**config.mk**
```make
export PLATFORM = sky130hd
export DESIGN_NAME = ad9122_spi_xfer_engine
export DESIGN_NICKNAME = d
export VERILOG_FILES = /design/src/rtl/ad9122_spi_xfer_engine.sv
export SDC_FILE = /design/constraint.sdc
export NUM_CORES = 1
export LEC_CHECK = 0
export ABC_AREA = 1
export CAP_MARGIN = 10
export CELL_PAD_IN_SITES_DETAIL_PLACEMENT = 2
export CELL_PAD_IN_SITES_GLOBAL_PLACEMENT = 2
export CORE_MARGIN = 5
export CORE_UTILIZATION = 31
export CTS_CLUSTER_DIAMETER = 40
export DETAILED_ROUTE_END_ITERATION = 6
export PLACE_DENSITY = 0.89
export SYNTH_ARGS = -nofsm -noshare
export SYNTH_HDL_FRONTEND = slang
export SYNTH_SLANG_ARGS = --single-unit
export TNS_END_PERCENT = 50
```
**constraint.sdc**
```tcl
create_clock -name clk_in -period 3.45 [get_ports clk_in]
set_input_delay 0.69 -clock clk_in [delete_from_list [all_inputs] [get_ports clk_in]]
set_output_delay 0.69 -clock clk_in [all_outputs]
set_load 0.005 [all_outputs]
```
**src/rtl/ad9122_spi_xfer_engine.sv**
```systemverilog
// AD9122 SPI transaction engine: serialises one write, read or delay command
// at a time onto the 3-wire SPI port (SCLK, SDIO split into out/in/dir, CS_N).
// Optional build macro SPI_4WIRE_EN: read data is taken from the separate SDO
// line and SDIO stays an output for the whole read.
module ad9122_spi_xfer_engine #(
  parameter int CLK_DIV  = 4,
  parameter int INFO_LEN = 8,
  parameter int DATA_LEN = 8,
  parameter int CS_GAP   = 4
) (
  input  logic                         clk_in,
  input  logic                         rst,
  input  logic                         i_valid,
  output logic                         o_ready,
  input  logic [1:0]                   i_mode_sel,
  input  logic [INFO_LEN+DATA_LEN-1:0] i_wr_infodata,
  input  logic [INFO_LEN-1:0]          i_rd_info,
  input  logic [15:0]                  i_delay_cnt,
  output logic [DATA_LEN-1:0]          o_rd_data,
  output logic                         o_sclk,
  output logic                         o_sda,
  output logic                         o_sda_dir,
  input  logic                         i_sda,
  input  logic                         i_sdo,
  output logic                         o_cs_n,
  output logic                         o_busy
);

  localparam int FRAME = INFO_LEN + DATA_LEN;
  localparam int PH_W  = $clog2(CLK_DIV);
  localparam int BIT_W = $clog2(FRAME);
  localparam int GAP_W = $clog2(CS_GAP);
  localparam int DLY_W = 16 + $clog2(2 * CLK_DIV) + 1;

  localparam logic [1:0] MODE_WR  = 2'b00;
  localparam logic [1:0] MODE_RD  = 2'b01;
  localparam logic [1:0] MODE_DLY = 2'b10;

  typedef enum logic [2:0] {
    IDLE, SHIFT_OUT, TURN, SHIFT_IN, CS_HOLD, DELAY, DONE, GAP
  } state_t;

  state_t              state, state_nxt;
  logic [1:0]          mode_q;
  logic [FRAME-1:0]    tx_sr;
  logic [DATA_LEN-1:0] rx_sr;
  logic [DATA_LEN-1:0] rd_data;
  logic [PH_W-1:0]     phase_cnt;
  logic                half;
  logic [BIT_W-1:0]    bit_cnt;
  logic [GAP_W-1:0]    gap_cnt;
  logic [DLY_W-1:0]    dly_cnt;
  logic [DLY_W-1:0]    dly_total;
  logic                phase_end;
  logic                is_rd;
  logic                sdi;

`ifdef SPI_4WIRE_EN
  logic unused_sda;
  assign sdi        = i_sdo;
  assign unused_sda = i_sda;
`else
  logic unused_sdo;
  assign sdi        = i_sda;
  assign unused_sdo = i_sdo;
`endif

  assign phase_end = (phase_cnt == PH_W'(CLK_DIV - 1));
  assign is_rd     = (mode_q == MODE_RD);
  assign dly_total = DLY_W'(i_delay_cnt) * DLY_W'(2 * CLK_DIV);

  // State register
  always_ff @(posedge clk_in) begin
    if (rst) state <= IDLE;
    else     state <= state_nxt;
  end

  // Next-state logic: each SPI bit is a low half then a high half of CLK_DIV cycles
  always_comb begin
    state_nxt = state;
    case (state)
      IDLE: begin
        if (i_valid) begin
          case (i_mode_sel)
            MODE_WR, MODE_RD: state_nxt = SHIFT_OUT;
            MODE_DLY:         state_nxt = (i_delay_cnt == 16'd0) ? DONE : DELAY;
            default:          state_nxt = DONE;
          endcase
        end
      end
      SHIFT_OUT: begin
        if (phase_end && half) begin
          if (is_rd && bit_cnt == BIT_W'(INFO_LEN - 1)) state_nxt = TURN;
          else if (bit_cnt == BIT_W'(FRAME - 1))        state_nxt = CS_HOLD;
        end
      end
      TURN:     if (phase_end) state_nxt = SHIFT_IN;
      SHIFT_IN: if (phase_end && half && bit_cnt == BIT_W'(FRAME - 1)) state_nxt = CS_HOLD;
      CS_HOLD:  if (phase_end) state_nxt = DONE;
      DELAY:    if (dly_cnt == DLY_W'(1)) state_nxt = DONE;
      DONE:     state_nxt = GAP;
      GAP:      if (gap_cnt == GAP_W'(CS_GAP - 1)) state_nxt = IDLE;
      default:  state_nxt = IDLE;
    endcase
  end

  // Shadow registers, phase/bit counters and shift registers
  always_ff @(posedge clk_in) begin
    if (rst) begin
      mode_q    <= MODE_WR;
      tx_sr     <= '0;
      rx_sr     <= '0;
      rd_data   <= '0;
      phase_cnt <= '0;
      half      <= 1'b0;
      bit_cnt   <= '0;
      gap_cnt   <= '0;
      dly_cnt   <= '0;
    end else begin
      case (state)
        IDLE: begin
          phase_cnt <= '0;
          half      <= 1'b0;
          bit_cnt   <= '0;
          gap_cnt   <= '0;
          if (i_valid) begin
            mode_q  <= i_mode_sel;
            tx_sr   <= (i_mode_sel == MODE_RD) ? {i_rd_info, {DATA_LEN{1'b0}}} : i_wr_infodata;
            dly_cnt <= dly_total - DLY_W'(1);
          end
        end
        SHIFT_OUT, TURN, SHIFT_IN: begin
          if (phase_end) begin
            phase_cnt <= '0;
            half      <= ~half;
            if (!half) begin
              // Low-to-high transition is the rising SCLK edge: sample read data here
              if (state != SHIFT_OUT) rx_sr <= {rx_sr[DATA_LEN-2:0], sdi};
            end else begin
              tx_sr <= {tx_sr[FRAME-2:0], 1'b0};
              if (bit_cnt != BIT_W'(FRAME - 1)) bit_cnt <= bit_cnt + BIT_W'(1);
            end
          end else begin
            phase_cnt <= phase_cnt + PH_W'(1);
          end
        end
        CS_HOLD: begin
          if (phase_end) begin
            phase_cnt <= '0;
            // Publish the read byte in the same cycle CS_N rises
            if (is_rd) rd_data <= rx_sr;
          end else begin
            phase_cnt <= phase_cnt + PH_W'(1);
          end
        end
        DELAY:   dly_cnt <= dly_cnt - DLY_W'(1);
        DONE:    gap_cnt <= '0;
        GAP:     gap_cnt <= gap_cnt + GAP_W'(1);
        default: phase_cnt <= '0;
      endcase
    end
  end

  // Output decode from state and datapath registers
  always_comb begin
    o_cs_n    = !(state inside {SHIFT_OUT, TURN, SHIFT_IN, CS_HOLD});
    o_sclk    = half && (state inside {SHIFT_OUT, TURN, SHIFT_IN});
    o_sda     = (state == SHIFT_OUT) && tx_sr[FRAME-1];
`ifdef SPI_4WIRE_EN
    o_sda_dir = 1'b1;
`else
    o_sda_dir = !(is_rd && (state inside {TURN, SHIFT_IN, CS_HOLD}));
`endif
    o_ready   = (state == DONE);
    o_busy    = (state != IDLE);
    o_rd_data = rd_data;
  end

endmodule

```
==> results.json, run 1 <==
{
  "synth_top_area_share_pct": 33.3,
  "mostFrequentLayoutCells": "nand2_1, nor2_1, o21ai_0, dfxtp_1, inv_1",
  "root_buffer": "clkbuf_16",
  "initial_utilization_pct": 31.6,
  "synth_area_sq_mm": 0.00397,
  "leakage_nw": 2.13,
  "fin_ws_ns": 0.596,
  "drcViolationCount": 0,
  "path_buf_inv": 3,
  "grt_max_degree": 36,
  "syn_area_per_cell_sq_um": 6.31,
  "hpwlAfterDp_mm": 10.9,
  "core_area_sq_mm": 0.0126,
  "worst_r2r_startpoint": "state[2]$_SDFFE_PP0P_",
  "grt_pass1_vias": 5099,
  "slew_violations": 0,
  "ys_types": 38,
  "startpoint": "state[2]$_SDFFE_PP0P_",
  "crit_required_ns": 2.76,
  "synth_seq_area_share_pct": 33.3,
  "synth_nets": 682,
  "synth.area.top_cells": "dfxtp_1, nand2_1, nor2_1",
  "hold_viol": 0,
  "cts_buffers": 9,
  "antenna_left": 0,
  "final_common_cell": "nand2_1",
  "hp-start": "tx_sr[1]$_SDFFE_PP0P_",
  "peakVddDrop_v": 0.000272,
  "h-tree-depth": 3,
  "worst_pin_slew_ns": 0.627,
  "cp.arrival_ns": 2.16,
  "clk_pin_slew_ns": 0.06,
  "cts_setup_buffers": 0,
  "setup_viol": 0,
  "diodes": 0,
  "rsz0062_at_grt": "no",
  "cp_max_fo": 35,
  "multi_input_area_sq_mm": 0.00226,
  "first_pass_iters": 5,
  "synth_largest_area_cell": "dfxtp_1",
  "status": "finished, final reports clean",
  "routedWlPerCell_um": 19.4,
  "overflow": 0,
  "seq_area_sq_mm": 0.00132,
  "crit_chain": "inv_4 -> nand2_8 -> inv_1 -> nor2_1 -> clkdlybuf4s50_1",
  "cts_tree": "yes",
  "min_path_type": "flop to flop",
  "grt_pass1_wl_mm": 26.9,
  "fillers": 1526,
  "port_buffers": 59,
  "postCtsResizedCells": 0,
  "vias_per_cell": 5.32,
  "drive_gt1_share_pct": 5.52,
  "fin_crit_ns": 2.85,
  "rows": 41,
  "ios": 61,
  "routed_wl_mm": 16.7,
  "timing.fmax_ghz": 0.350,
  "finClkSkew_ns": 0.0126,
  "antenna_found_initial": 0,
  "worstSetupEndpointType": "output port",
  "drv_cap": 0,
  "dp_slack_ns": 0.728,
  "synthCells": 629,
  "slowest_stage": "dfxtp_1",
  "worst_setup_path_start_kind": "flop",
  "via_count": 4571,
  "clkLatencyLatePin_ns": 0.35,
  "grtUsageTotal_pct": 22.9,
  "cts.sinks": 66,
  "p_per_area_mw_per_mm2": 812,
  "die_area_sq_mm": 0.0152,
  "post-route-period-util_pct": 82.7,
  "cts_hold_buffers": 0,
  "dieWidth_um": 123,
  "fin_tns_setup_ns": 0,
  "yosys_warnings": 0,
  "worstSetupPathType": "flop to output port",
  "crit_family": "buffers and inverters",
  "clk_path_buf_depth": 2,
  "place_congestion": 0.829,
  "ys_ff_latch": 66,
  "drt-initial-drc-count": 192,
  "relSlewSlack_pct": 58.1,
  "syn_to_final_growth_pct": 27.2,
  "fp.dieH_um": 123,
  "fin_nets": 736,
  "cp_slowest_stage_delay_ns": 0.60
}
## power by group
part           switching, W  internal (W)  total, W  leakage, nW
clock              0.000373      0.000746   0.00112        0.169
sequential         0.000178      0.000936   0.00111        0.540
combinational       0.00129      0.000576   0.00187         1.42
## Yosys cell counts
| library cell | instances |
|---|---|
| buf_6 | 3 |
| o21a_1 | 1 |
| nand2_8 | 1 |
| nor3b_1 | 1 |
| xor2_1 | 8 |
| nand2_2 | 1 |
| nor3_1 | 10 |
| o21ai_0 | 73 |
| nor2_1 | 115 |
| o21ai_1 | 1 |
| nand2_4 | 1 |
| o21ai_2 | 1 |
| nor2_4 | 2 |
| ha_1 | 6 |
| a31oi_1 | 4 |
| a21boi_0 | 1 |
| o211ai_1 | 2 |
| clkbuf_1 | 12 |
| o221ai_1 | 1 |
| nand3_1 | 57 |
| a22oi_1 | 1 |
| buf_12 | 1 |
| a21oi_2 | 1 |
| nand4_4 | 1 |
| buf_2 | 7 |
| nand2_1 | 130 |
| inv_1 | 60 |
| or2_2 | 1 |
| nand3b_1 | 5 |
| nor3_4 | 1 |
| nor4_1 | 1 |
| xnor2_1 | 3 |
| inv_4 | 1 |
| nand4_1 | 2 |
| o22ai_1 | 1 |
| dfxtp_1 | 66 |
| a21oi_1 | 41 |
| inv_2 | 5 |
## tightest hold or removal path: stages (launching register included)
cell and delay, ns:
dfxtp_1 0.30, inv_1 0.05, a21oi_1 0.06
## logic make-up after synthesis
logic type,share of synthesized area (%)
compound gates,16.9
xor+xnor,2.43
fa+ha+maj,1.89
buf+inv,9.68
flops,33.3
simple gates,35.8
## per-layer routing
layer | vias up | routed length [um] | GRT usage, %
met5 | - | 0 | 0
met4 | 0 | 485 | 9.97
met3 | 41 | 739 | 4.44
met2 | 133 | 8450 | 40.5
met1 | 2237 | 6980 | 26.7
li1 | 2160 | - | -
## sequential cells by signal (all words and copies together), names as in the netlist, 2 cells and up
signal and cells:
dly_cnt 20, o_rd_data 8, rx_sr 8, state 3, bit_cnt 4, mode_q 2, tx_sr 16, phase_cnt 2
gap_cnt 2
## final cells by class
cell class	count	share of cell area (%)
flip-flops and latches	66	26.2
clock buffers	12	5.08
inverters	66	4.96
multi-input cells	474	44.9
clock inverters	4	1.93
repair buffers	66	12.7
well taps	172	4.26
## stage by stage
step	util, %	instance area [sq um]	hold WS, ns	std cells	total power [W]
2_1_floorplan	-	3970	0.422	629	0.00235
3_3_place_gp	37.4	4690	0.433	844	0.00270
3_5_place_dp	37.4	4690	0.452	844	0.00284
4_1_cts	40.2	5050	0.460	860	0.00410
5_1_grt	40.2	5050	0.497	860	0.00435
6_report	40.2	5050	0.453	860	0.00410
## path summary, 6_finish.rpt
| check | end | slack, ns | depth (start not counted) |
|---|---|---|---|
| setup / recovery | o_cs_n | 0.60 | 5 |
| hold / removal | tx_sr[1]$_SDFFE_PP0P_ | 0.45 | 2 |
| setup reg to reg | dly_cnt[3]$_SDFFE_PP0P_ | 1.21 | 8 |
| hold reg to reg | tx_sr[1]$_SDFFE_PP0P_ | 0.45 | 2 |
Note: power is estimated with default switching activity, not from simulation.
==> run 2: changes to the inputs <==
--- a/config.mk
+++ b/config.mk
@@ -10,10 +10,10 @@
 export CELL_PAD_IN_SITES_DETAIL_PLACEMENT = 2
 export CELL_PAD_IN_SITES_GLOBAL_PLACEMENT = 2
 export CORE_MARGIN = 5
-export CORE_UTILIZATION = 31
+export CORE_UTILIZATION = 26
 export CTS_CLUSTER_DIAMETER = 40
 export DETAILED_ROUTE_END_ITERATION = 6
-export PLACE_DENSITY = 0.89
+export PLACE_DENSITY = 0.8
 export SYNTH_ARGS = -nofsm -noshare
 export SYNTH_HDL_FRONTEND = slang
 export SYNTH_SLANG_ARGS = --single-unit
==> constraint.sdc (replaced) <==
create_clock -name clk_in -period 2.6 [get_ports clk_in]
set_input_delay 0.52 -clock clk_in [delete_from_list [all_inputs] [get_ports clk_in]]
set_output_delay 0.52 -clock clk_in [all_outputs]
set_load 0.005 [all_outputs]
==> run 2 against run 1 <==
Against the previous run: hold slack got worse by 0.0037 ns; clock-buffer cell count fell by 2; global-route usage fell by 7.1 points; wire length fell by 18%; sequential power rose by 30%; first-iteration DRC count fell by 30%; combinational power rose by 25%; largest cell class unchanged; setup slack got worse by 0.43 ns; core utilization fell by 6.4 points; clock power rose by 20%.
==> results.json, run 2 (same netlist as run 1, synthesis figures left out) <==
{
  "rows": 45,
  "cp.arrival_ns": 1.92,
  "cp_slowest_stage_delay_ns": 0.53,
  "slew_violations": 0,
  "first_pass_iters": 4,
  "routed_wl_mm": 13.7,
  "fin_tns_setup_ns": 0,
  "mostFrequentLayoutCells": "nand2_1, nor2_1, o21ai_0, dfxtp_1, inv_1",
  "timing.fmax_ghz": 0.411,
  "drv_cap": 0,
  "crit_required_ns": 2.08,
  "ios": 61,
  "leakage_nw": 2.15,
  "worst_pin_slew_ns": 0.435,
  "fillers": 1817,
  "hold_path_depth": 2,
  "fin_nets": 741,
  "status": "finished, final reports clean",
  "hp-start": "tx_sr[5]$_SDFFE_PP0P_",
  "path_buf_inv": 3,
  "cp_max_fo": 35,
  "cts_buffers": 9,
  "largest_register_ffs": 20,
  "die_area_sq_mm": 0.0178,
  "p_per_area_mw_per_mm2": 1010,
  "fin_crit_ns": 2.44,
  "setup_viol": 0,
  "clkLatencyLatePin_ns": 0.34,
  "rsz0062_at_grt": "no",
  "top_regs": "dly_cnt x20, tx_sr x16",
  "clk_path_buf_depth": 2,
  "worstHoldEndpoint": "tx_sr[5]$_SDFFE_PP0P_",
  "worstRegToRegCells": 8,
  "postCtsResizedCells": 0,
  "cts_setup_buffers": 0,
  "h-tree-depth": 3,
  "grt_max_degree": 37,
  "initial_utilization_pct": 26.3,
  "peakVddDrop_v": 0.000412,
  "place_congestion": 0.821,
  "finClkSkew_ns": 0.00675,
  "r2r_slack_ns": 0.70,
  "syn_to_final_growth_pct": 28.3,
  "crit_chain": "inv_2 -> nand2_4 -> nand2_8 -> inv_1 -> nor2_1 -> clkdlybuf4s50_1",
  "via_count": 4316,
  "overflow": 0,
  "largest_register": "dly_cnt",
  "drive_gt1_share_pct": 6.35,
  "worstSetupEndpointType": "output port",
  "grt_pass1_wl_mm": 23.1,
  "relSlewSlack_pct": 71.0,
  "seq_area_sq_mm": 0.00132,
  "cts_hold_buffers": 0,
  "cts_tree": "yes",
  "drt-initial-drc-count": 134,
  "final_common_cell": "nand2_1",
  "root_buffer": "clkbuf_16",
  "dieWidth_um": 134,
  "grtUsageTotal_pct": 15.7,
  "regToRegEndpoint": "dly_cnt[10]$_SDFFE_PP0P_",
  "routedWlPerCell_um": 15.6,
  "post-route-period-util_pct": 93.7,
  "fin_cells": 881,
  "min_path_type": "flop to flop",
  "fp.dieH_um": 134,
  "worst_setup_path_start_kind": "flop",
  "dp_cells": 865,
  "diodes": 0,
  "worst_r2r_startpoint": "dly_cnt[0]$_SDFFE_PP0P_",
  "hpwlAfterDp_mm": 10.6,
  "slowest_stage": "clkdlybuf4s50_1",
  "antenna_left": 0,
  "cts.sinks": 66,
  "crit_family": "buffers and inverters",
  "core_area_sq_mm": 0.0151,
  "multi_input_area_sq_mm": 0.00226,
  "port_buffers": 59,
  "drcViolationCount": 0,
  "clk_pin_slew_ns": 0.06,
  "vias_per_cell": 4.90,
  "worstSetupPathType": "flop to output port",
  "grt_pass1_vias": 4702,
  "antenna_found_initial": 0,
  "hold_viol": 0
}
[run 2: cell count changes in the layout (fill, tap and decap cells not counted)]
cell | before | now
buf_4 | 7 | 11
buf_12 | 0 | 1
bufinv_16 | 3 | 2
clkbuf_1 | 1 | 0
clkbuf_8 | 2 | 1
clkinv_2 | 0 | 1
clkinvlp_4 | 1 | 2
inv_6 | 0 | 1
[run 2: worst max-delay path by stage]
stage                                startpoint                       end  slack (ns)  depth (start not counted)
after floorplan                  i_delay_cnt[0]  dly_cnt[15]$_SDFFE_PP0P_        1.02                         10
after global placement           i_delay_cnt[0]  dly_cnt[15]$_SDFFE_PP0P_        0.35                         11
after detailed placement         i_delay_cnt[0]  dly_cnt[15]$_SDFFE_PP0P_        0.28                         11
after CTS                 state[0]$_SDFFE_PP0P_                    o_cs_n        0.13                          6
after global routing      state[1]$_SDFFE_PP0P_                    o_cs_n        0.01                          6
final                     state[1]$_SDFFE_PP0P_                    o_cs_n        0.16                          6
[run 2: power by group]
part           internal [W]  total, W  leakage, nW  switching, W
clock              0.000867   0.00134        0.155      0.000477
combinational      0.000783   0.00234         1.45       0.00156
sequential          0.00124   0.00144        0.540      0.000197
[run 2: cell type report]
| class | instances | share of cell area (%) |
|---|---|---|
| repair buffers | 71 | 13.6 |
| flip-flops and latches | 66 | 25.9 |
| clock buffers | 10 | 4.69 |
| multi-input cells | 474 | 44.5 |
| inverters | 66 | 4.91 |
| well taps | 188 | 4.62 |
| clock inverters | 6 | 1.74 |
[run 2: tightest hold or removal path: cells and delay by family, from the launching register on]
family	cells	cell delay [ns]
flip-flops	1	0.30
buffers and inverters	1	0.05
AO/OA/AOI/OAI	1	0.05
[run 2: metrics by stage]
stage	utilization, %	cell area, sq um	hold slack, ns	setup WS (ns)	power (W)
after floorplan	-	3970	0.422	1.02	0.00312
after global placement	31.6	4760	0.434	0.352	0.00364
after detailed placement	31.6	4760	0.446	0.283	0.00379
after CTS	33.7	5090	0.451	0.132	0.00520
after global routing	33.7	5090	0.485	0.00951	0.00556
final	33.7	5090	0.449	0.164	0.00512
[run 2: layer usage]
layer | global-route usage (%) | up-vias | part of all wire (%)
met5 | 0 | - | 0
met4 | 5.14 | 0 | 1.2
met3 | 2.27 | 10 | 2.4
met2 | 27.5 | 60 | 49
met1 | 19.9 | 2085 | 47
li1 | - | 2161 | -
